**src/rtl/ring_osc_freq_meter.sv**
```systemverilog
// Ring-oscillator frequency meter.
// Counts rising edges of the (divided) oscillator pin over a programmable
// window of gate_len+1 system clocks and reports a held, saturating result.
//
// Ports:
//   clk       system clock, all logic on posedge
//   rst_n     synchronous active-low reset
//   osc_in    oscillator signal, asynchronous to clk
//   start     measurement request, accepted in IDLE/DONE
//   gate_len  window length minus one, latched on accepted start
//   busy      high while arming or gating
//   valid     one-cycle strobe when result/overflow update
//   result    edge count of the last completed measurement
//   overflow  last completed measurement saturated
module ring_osc_freq_meter #(
  parameter int unsigned CNT_W  = 8,
  parameter int unsigned GATE_W = 12
) (
  input  logic              clk,
  input  logic              rst_n,
  input  logic              osc_in,
  input  logic              start,
  input  logic [GATE_W-1:0] gate_len,
  output logic              busy,
  output logic              valid,
  output logic [CNT_W-1:0]  result,
  output logic              overflow
);

  localparam int unsigned CNT_W1 = CNT_W + 1;

  typedef enum logic [1:0] {
    S_IDLE = 2'd0,
    S_ARM  = 2'd1,
    S_GATE = 2'd2,
    S_DONE = 2'd3
  } state_e;

  state_e            state_q;
  logic              s1_q, s2_q, s3_q;
  logic              arm_q;
  logic [GATE_W-1:0] glen_q;
  logic [GATE_W-1:0] gcnt_q;
  logic [CNT_W-1:0]  cnt_q;
  logic              ovf_acc_q;

  logic              rise_c;
  logic [CNT_W:0]    inc_c;
  logic [CNT_W-1:0]  cnt_d;
  logic              ovf_d;

  // Rising edge seen on the synchronized oscillator.
  assign rise_c = s2_q & ~s3_q;

  // Saturating increment: carry out of the widened sum clamps to all-ones.
  assign inc_c = CNT_W1'(cnt_q) + CNT_W1'(1);

  always_comb begin
    cnt_d = cnt_q;
    ovf_d = ovf_acc_q;
    if (rise_c) begin
      if (inc_c[CNT_W]) begin
        cnt_d = '1;
        ovf_d = 1'b1;
      end else begin
        cnt_d = inc_c[CNT_W-1:0];
      end
    end
  end

  // Synchronizer, measurement FSM and registered outputs.
  always_ff @(posedge clk) begin
    if (!rst_n) begin
      state_q   <= S_IDLE;
      s1_q      <= 1'b0;
      s2_q      <= 1'b0;
      s3_q      <= 1'b0;
      arm_q     <= 1'b0;
      glen_q    <= '0;
      gcnt_q    <= '0;
      cnt_q     <= '0;
      ovf_acc_q <= 1'b0;
      busy      <= 1'b0;
      valid     <= 1'b0;
      result    <= '0;
      overflow  <= 1'b0;
    end else begin
      s1_q  <= osc_in;
      s2_q  <= s1_q;
      s3_q  <= s2_q;
      valid <= 1'b0;

      case (state_q)
        // DONE only differs from IDLE in that result holds a measurement.
        S_IDLE, S_DONE: begin
          if (start) begin
            glen_q    <= gate_len;
            cnt_q     <= '0;
            ovf_acc_q <= 1'b0;
            arm_q     <= 1'b0;
            busy      <= 1'b1;
            state_q   <= S_ARM;
          end else begin
            state_q <= S_IDLE;
          end
        end

        // Two cycles with rise ignored, flushing stale synchronizer history.
        S_ARM: begin
          if (arm_q) begin
            gcnt_q  <= '0;
            state_q <= S_GATE;
          end else begin
            arm_q <= 1'b1;
          end
        end

        // The cycle with gcnt == glen is still counted, then results publish.
        S_GATE: begin
          cnt_q     <= cnt_d;
          ovf_acc_q <= ovf_d;
          if (gcnt_q == glen_q) begin
            result   <= cnt_d;
            overflow <= ovf_d;
            valid    <= 1'b1;
            busy     <= 1'b0;
            state_q  <= S_DONE;
          end else begin
            gcnt_q <= gcnt_q + GATE_W'(1);
          end
        end

        default: state_q <= S_IDLE;
      endcase
    end
  end

endmodule

```
**config.mk**
```make
export PLATFORM = sky130hd
export DESIGN_NAME = ring_osc_freq_meter
export DESIGN_NICKNAME = d
export VERILOG_FILES = /design/src/rtl/ring_osc_freq_meter.sv
export SDC_FILE = /design/constraint.sdc
export NUM_CORES = 1
export LEC_CHECK = 0
export BUFFER_PORTS_ARGS = -buffer_cell sky130_fd_sc_hd__buf_2
export CORE_MARGIN = 1
export CORE_UTILIZATION = 58
export CTS_BUF_LIST = sky130_fd_sc_hd__clkbuf_8 sky130_fd_sc_hd__clkbuf_16
export DETAILED_ROUTE_END_ITERATION = 16
export PLACE_DENSITY = 0.79
export SLEW_MARGIN = 10
export SYNTH_ARGS = -nofsm -noshare
export SYNTH_HDL_FRONTEND = slang
export SYNTH_SLANG_ARGS = --single-unit
```
**constraint.sdc**
```tcl
create_clock -name clk -period 2.43 [get_ports clk]
set_input_delay 0.3645 -clock clk [delete_from_list [all_inputs] [get_ports clk]]
set_output_delay 0.3645 -clock clk [all_outputs]
set_load 0.005 [all_outputs]
```
Word level (Yosys, flattened, before mapping)
Cells that the tools add are included.
- muxes and demuxes: 20
- equal/unequal tests: 8
- bitwise gates (word level): 2
- reduce and logical (&&, ||, !) cells: 13
- $add $sub $neg: 2
- operator list (operator ; count):
    12-bit 2-to-1 mux ; 2
    8-bit 2-to-1 mux ; 3
    12-bit one-hot mux with 2 select lines ; 1
    8-bit one-hot mux with 2 select lines ; 1
    12-bit by 1-bit adder with 12-bit output, second input constant ; 1
    12-bit equality test ; 1
    2-bit AND reduction ; 6
    8-bit by 1-bit adder with 9-bit output, second input constant ; 1
    2-bit != test, second input constant ; 4
    1-bit 2-to-1 mux ; 7
    1-bit one-hot mux with 2 select lines ; 3
    2-bit one-hot mux with 3 select lines ; 1
    3-bit AND reduction ; 2
    2-bit nonzero test ; 3
    2-bit equality test, second input constant ; 2
    2-bit 2-to-1 mux ; 2
    2-bit by 1-bit equality test with 1-bit output, second input constant ; 1
    2-bit logical NOT ; 1
    2-bit OR reduction ; 1
    1-bit bitwise AND ; 1
    1-bit inverter ; 1
- bits in registers: 50
- output and inout port bits: 11
- logic and storage cells: 58

Logic depth before layout (Yosys ltp)
- depth in word-level cells: 4
- gate-level depth with buffers: 8
- mapped depth without buffers: 7

Worst setup path after synthesis
OpenSTA, ideal clock, no wires.
- path kind: register to register
- from: reg state_q[0]
- to: reg cnt_q[0]
- setup time: 65 ps
- arrival time: 1675 ps
- buffers on the path: 1
- setup slack: 690 ps
- cell stages (with the launch flop): 9
- path through: dfxtp_1 inv_1 ha_1 and2_1 clkbuf_1 a21oi_1 o21bai_1 a21oi_1 nor2_1
- word-level cells in the longest chain between the ends: 4
- elaborated cells between the ends (all ways): 8
- classes of those cells: 3 x eq/ne; 1 x mux; 4 x reduce/logical
- RTL lines (item ; RTL line ; text):
    from (decl) ; 39 ; state_e state_q;
    from (signal assigned) ; 74 ; state_q <= S_IDLE;
    from (signal assigned) ; 102 ; state_q <= S_ARM;
    from (signal assigned) ; 104 ; state_q <= S_IDLE;
    2-bit equality test or 2-bit logical NOT (tied branches) ; 93 ; case (state_q)
    2-bit OR reduction ; 93 ;
    2-bit != test (no source line) or 2-bit nonzero test (tied branches) ; - ;
    2-bit AND reduction (no source line) ; - ;
    to (signal assigned) ; 120 ; cnt_q <= cnt_d;
    to (decl) ; 44 ; logic [CNT_W-1:0] cnt_q;
Parallel ways exist; a longest one is shown, timed or not.
A chain may end at the register's enable or synchronous reset.

Worst setup path after layout
- from: reg gcnt_q[7]
- to: reg state_q[0]
- word-level cells in the longest chain between the ends: 3
- RTL lines (item ; RTL line ; text):
    from (decl) ; 43 ; logic [GATE_W-1:0] gcnt_q;
    from (signal assigned) ; 129 ; gcnt_q <= gcnt_q + GATE_W'(1);
    12-bit equality test ; 122 ; if (gcnt_q == glen_q) begin
    2-bit != test (no source line) ; - ;
    2-bit AND reduction (no source line) ; - ;
    to (signal assigned) ; 112 ; state_q <= S_GATE;
    to (signal assigned) ; 127 ; state_q <= S_DONE;
    to (signal assigned) ; 133 ; default: state_q <= S_IDLE;
Every way passes these cells.

==> summary.txt <==
Clock network
  • Clk_lat worst skew: between 0.3 and 0.4 ns
  • Cts hold-fix bufs: 0
  • Root Buffer: clkbuf_8
  • TritonCTS Sinks: 50
  • Num CTS Buffers: 5
  • Post-CTS setup buffers: 0
  • CTS tree: built
  • CTS H-tree depth: 2
  • Clock Tree Buf Depth: 2
  • CTS clk-pin slew, worst paths: 0.09 ns
  • Post-CTS resize count: 0

Pwr
  • Reg power frac: 44.3%
  • Sw power: slightly above 700 µW
  • PD cells: ~750 mW/mm²
  • Leak pwr: ~1.1 nW
  • Final Total Pwr: approximately 2.1 mW
  • IR drop worst, VDD: approximately 0.49 mV
  • Clk pwr share: a little over a quarter
  • Combinational power share: approximately 29%
  • Internal: about 1.4 mW
  • Switch share: between 30% and 40%

Timing
  • Period utilization: between 80% and 90%
  • Final setup fails: 0
  • Max Clock Freq: slightly above 500 MHz
  • Final WS setup: 0.451 ns
  • Slew Viols, Final: 0
  • Sum Neg Setup Slack: 0 ns
  • Tightest Pin Transition: 0.773 ns
  • Setup Skew: approximately 0.008 ns
  • RSZ-0062 raised after global routing: no
  • Hold Fails Final Rpt: 0
  • Relative slew slack: between 40% and 50%
  • Tmin final: between 1.5 and 2 ns

Setup path
  • FF-to-FF path depth: 5
  • Worst setup EP type: register
  • CP required: approximately 2.7 ns
  • Crit Path Class: register to register
  • Slack of the worst reg-to-reg path: 0.45 ns
  • Crit Reg-Reg Startpoint: gcnt_q[7]
  • Worst Path Max Fanout: 15
  • Setup crit start kind: register
  • Worst R2R End: state_q[0]
  • Critical Path AT: roughly 2.2 ns

Layout
  • N_diodes: 0
  • Most common library cell in the layout ignoring fill and taps: dfxtp_1
  • Layout cell share with drive strength beyond 1: 16.7%
  • Area grow syn2layout: 9.90%
  • Nets: 343
  • Most frequent cells in the layout: 50 x dfxtp_1, 47 x nand2_1, 26 x a21oi_1, 26 x buf_2, 24 x nor2_1
  • Fill count: 371

GRT
  • First-pass GRT wire length: roughly 9000 µm
  • Vias in the first global route: about 1.9k
  • Gr usage total: around a quarter
  • Pin count of the biggest net entering global routing: 31
  • Initial antenna violation count: 0
  • Total grt overflow: 0

Floorplanning
  • Num rows: 23
  • Core area: about 0.004 mm²
  • # IOs: 27
  • Die Width: 68.2 µm
  • Starting Density: around three fifths
  • Die area: around 0.0046 mm²
  • Die height: just under 70 µm

Logic synthesis
  • Adder-cell share of the synthesized area: between 1.5 and 2%
  • Main combinational cell family by area after synthesis: simple AND/OR/NAND/NOR gates
  • Post-synthesis cell count: between 300 and 400
  • Syn. warnings: 0
  • Synth Register Bits: 50
  • Post-synth top flop: dfxtp_1
  • Synth area leaders: dfxtp_1 39%, nand2_1 6.9%, a21oi_1 5.1%, xor2_1 4.1%, nor2_1 3.5%
  • Sequential area share after synthesis: just under 40%
  • Cell accounting for the most synthesized area: dfxtp_1
  • EDFF count, synth: 0
  • Syn Std Cell Area: approximately 0.0025 mm²
  • Syn_nets: 323
  • Post-synthesis mux area share: under 10%
  • Mapped Avg Cell Area: roughly 8.4 µm²
  • Simple-gate share of the synthesized area: 26.5%
  • XOR/XNOR share of the synthesized area: 5.12%
  • Post-synth ARST share: 0%
  • Compound-Gate Fraction of Synth Area: 18.8%
  • Post-synth top area share: 39.4%
  • Unique masters post-synth: between 50 and 60

Routing
  • Number of remaining DRC errors: 0
  • Drt pass-1 iters: 4
  • Post-Route WL: roughly 5500 µm
  • Vias per cell: around 6.0
  • Drt wl/cell: between 10 and 15 µm
  • Post-route ant nets: 0
  • Violation count after the first detailed-route iteration: 210
  • Vias: 2256

Job
  • Max_cap viols: 0

Placement
  • GPL Wtd Cong: 0.855
  • Placed wire-length estimate: between 3000 and 4000 µm
  • Pre-CTS setup slack: just under 0.5 ns
  • PortBufs: 26

Outcome
  • Status: finished, final reports clean

Min path
  • Hold path start: osc_in
  • Hold Path End: s1_q
  • Hold Crit Class: primary input to register
  • Hold path depth: 2
==> Yosys cell counts, types with 2 or more instances <==
| library cell | instances |
|---|---|
| a311oi_1 | 2 |
| nand2b_1 | 3 |
| nand3_1 | 14 |
| and3_1 | 7 |
| a21oi_1 | 26 |
| o31ai_1 | 5 |
| nand2_1 | 47 |
| or4_1 | 3 |
| o21ai_0 | 7 |
| mux2i_1 | 6 |
| ha_1 | 4 |
| a22oi_1 | 4 |
| inv_1 | 6 |
| nand4_1 | 7 |
| nor2_1 | 24 |
| mux2_2 | 2 |
| buf_1 | 4 |
| nor2b_1 | 2 |
| dfxtp_1 | 50 |
| clkbuf_1 | 11 |
| a21o_1 | 2 |
| a41o_1 | 2 |
| o211ai_1 | 6 |
| nor3_2 | 2 |
| nor4_2 | 2 |
| a31o_1 | 2 |
| xor2_1 | 12 |
| o21ai_1 | 2 |
| and2_1 | 8 |
| buf_6 | 2 |
| a31oi_1 | 3 |
| nand3b_1 | 2 |
| and4_1 | 2 |
==> metrics by stage <==
step	utilization (%)	hold slack, ns	instance area (µm²)	cells
global route	67.8	0.260	2790	374
detailed placement	65.2	0.428	2680	366
floorplan	-	0.412	2540	303
global placement	65.2	0.416	2680	366
finish	67.8	0.266	2790	374
CTS	67.8	0.259	2790	374
==> kinds of logic (layout without fill, tap and decap cells) <==
kind of cell,Yosys count,in the layout
AND/OR/NAND/NOR,130,130
AO/OA/AOI/OAI,71,71
flip-flops,50,50
buffers and inverters,26,47
XOR/XNOR,14,14
multiplexers,8,8
adder cells (fa/ha/maj),4,4
==> state kept, by name, indices dropped and copies added (netlist names), 2 cells and up <==
register  cells
gcnt_q       12
state_q       2
glen_q       12
cnt_q         8
result        8
==> worst max-delay path by stage <==
stage	cells past startpoint	start	end	slack [ns]
2_1_floorplan	8	state_q[0]	cnt_q[0]	0.69
3_3_place_gp	5	gcnt_q[7]	state_q[0]	0.53
3_5_place_dp	5	gcnt_q[7]	state_q[0]	0.50
4_1_cts	5	gcnt_q[7]	state_q[0]	0.48
5_1_grt	5	gcnt_q[7]	state_q[0]	0.36
6_report	5	gcnt_q[7]	state_q[0]	0.45
==> power by group through the flow <==
stage,combinational [mW],sequential [mW],clock [mW]
global route,0.672,0.939,0.599
CTS,0.605,0.930,0.569
global placement,0.585,0.944,0
floorplan,0.462,0.939,0
finish,0.608,0.931,0.560
detailed placement,0.600,0.949,0
==> critical path, cell delays in order, from the launching register on <==
cell	delay, ns
dfxtp_1	0.51
xor2_2	0.14
nor4_4	0.35
nand3_2	0.31
a2111o_1	0.50
o31ai_1	0.07
==> metal layers <==
layer | vias up | GRT usage (%) | routed length [µm]
met1 | 1064 | 35.2 | 2690
met3 | 8 | 5.67 | 278
met4 | 0 | 8.33 | 85
met2 | 67 | 40.1 | 2400
li1 | 1117 | - | -
met5 | - | 0 | 0
==> layout make-up <==
type                       count  area (µm²)  share of cell area [%]
inverter                       6        22.5                   0.807
clock buffer                   8         110                    3.94
sequential                    50        1000                    35.9
tap                           50        62.6                    2.24
timing repair buffer          33         183                    6.54
multi-input combinational    227        1410                    50.6
No activity file was read; power rests on OpenSTA's default activity.
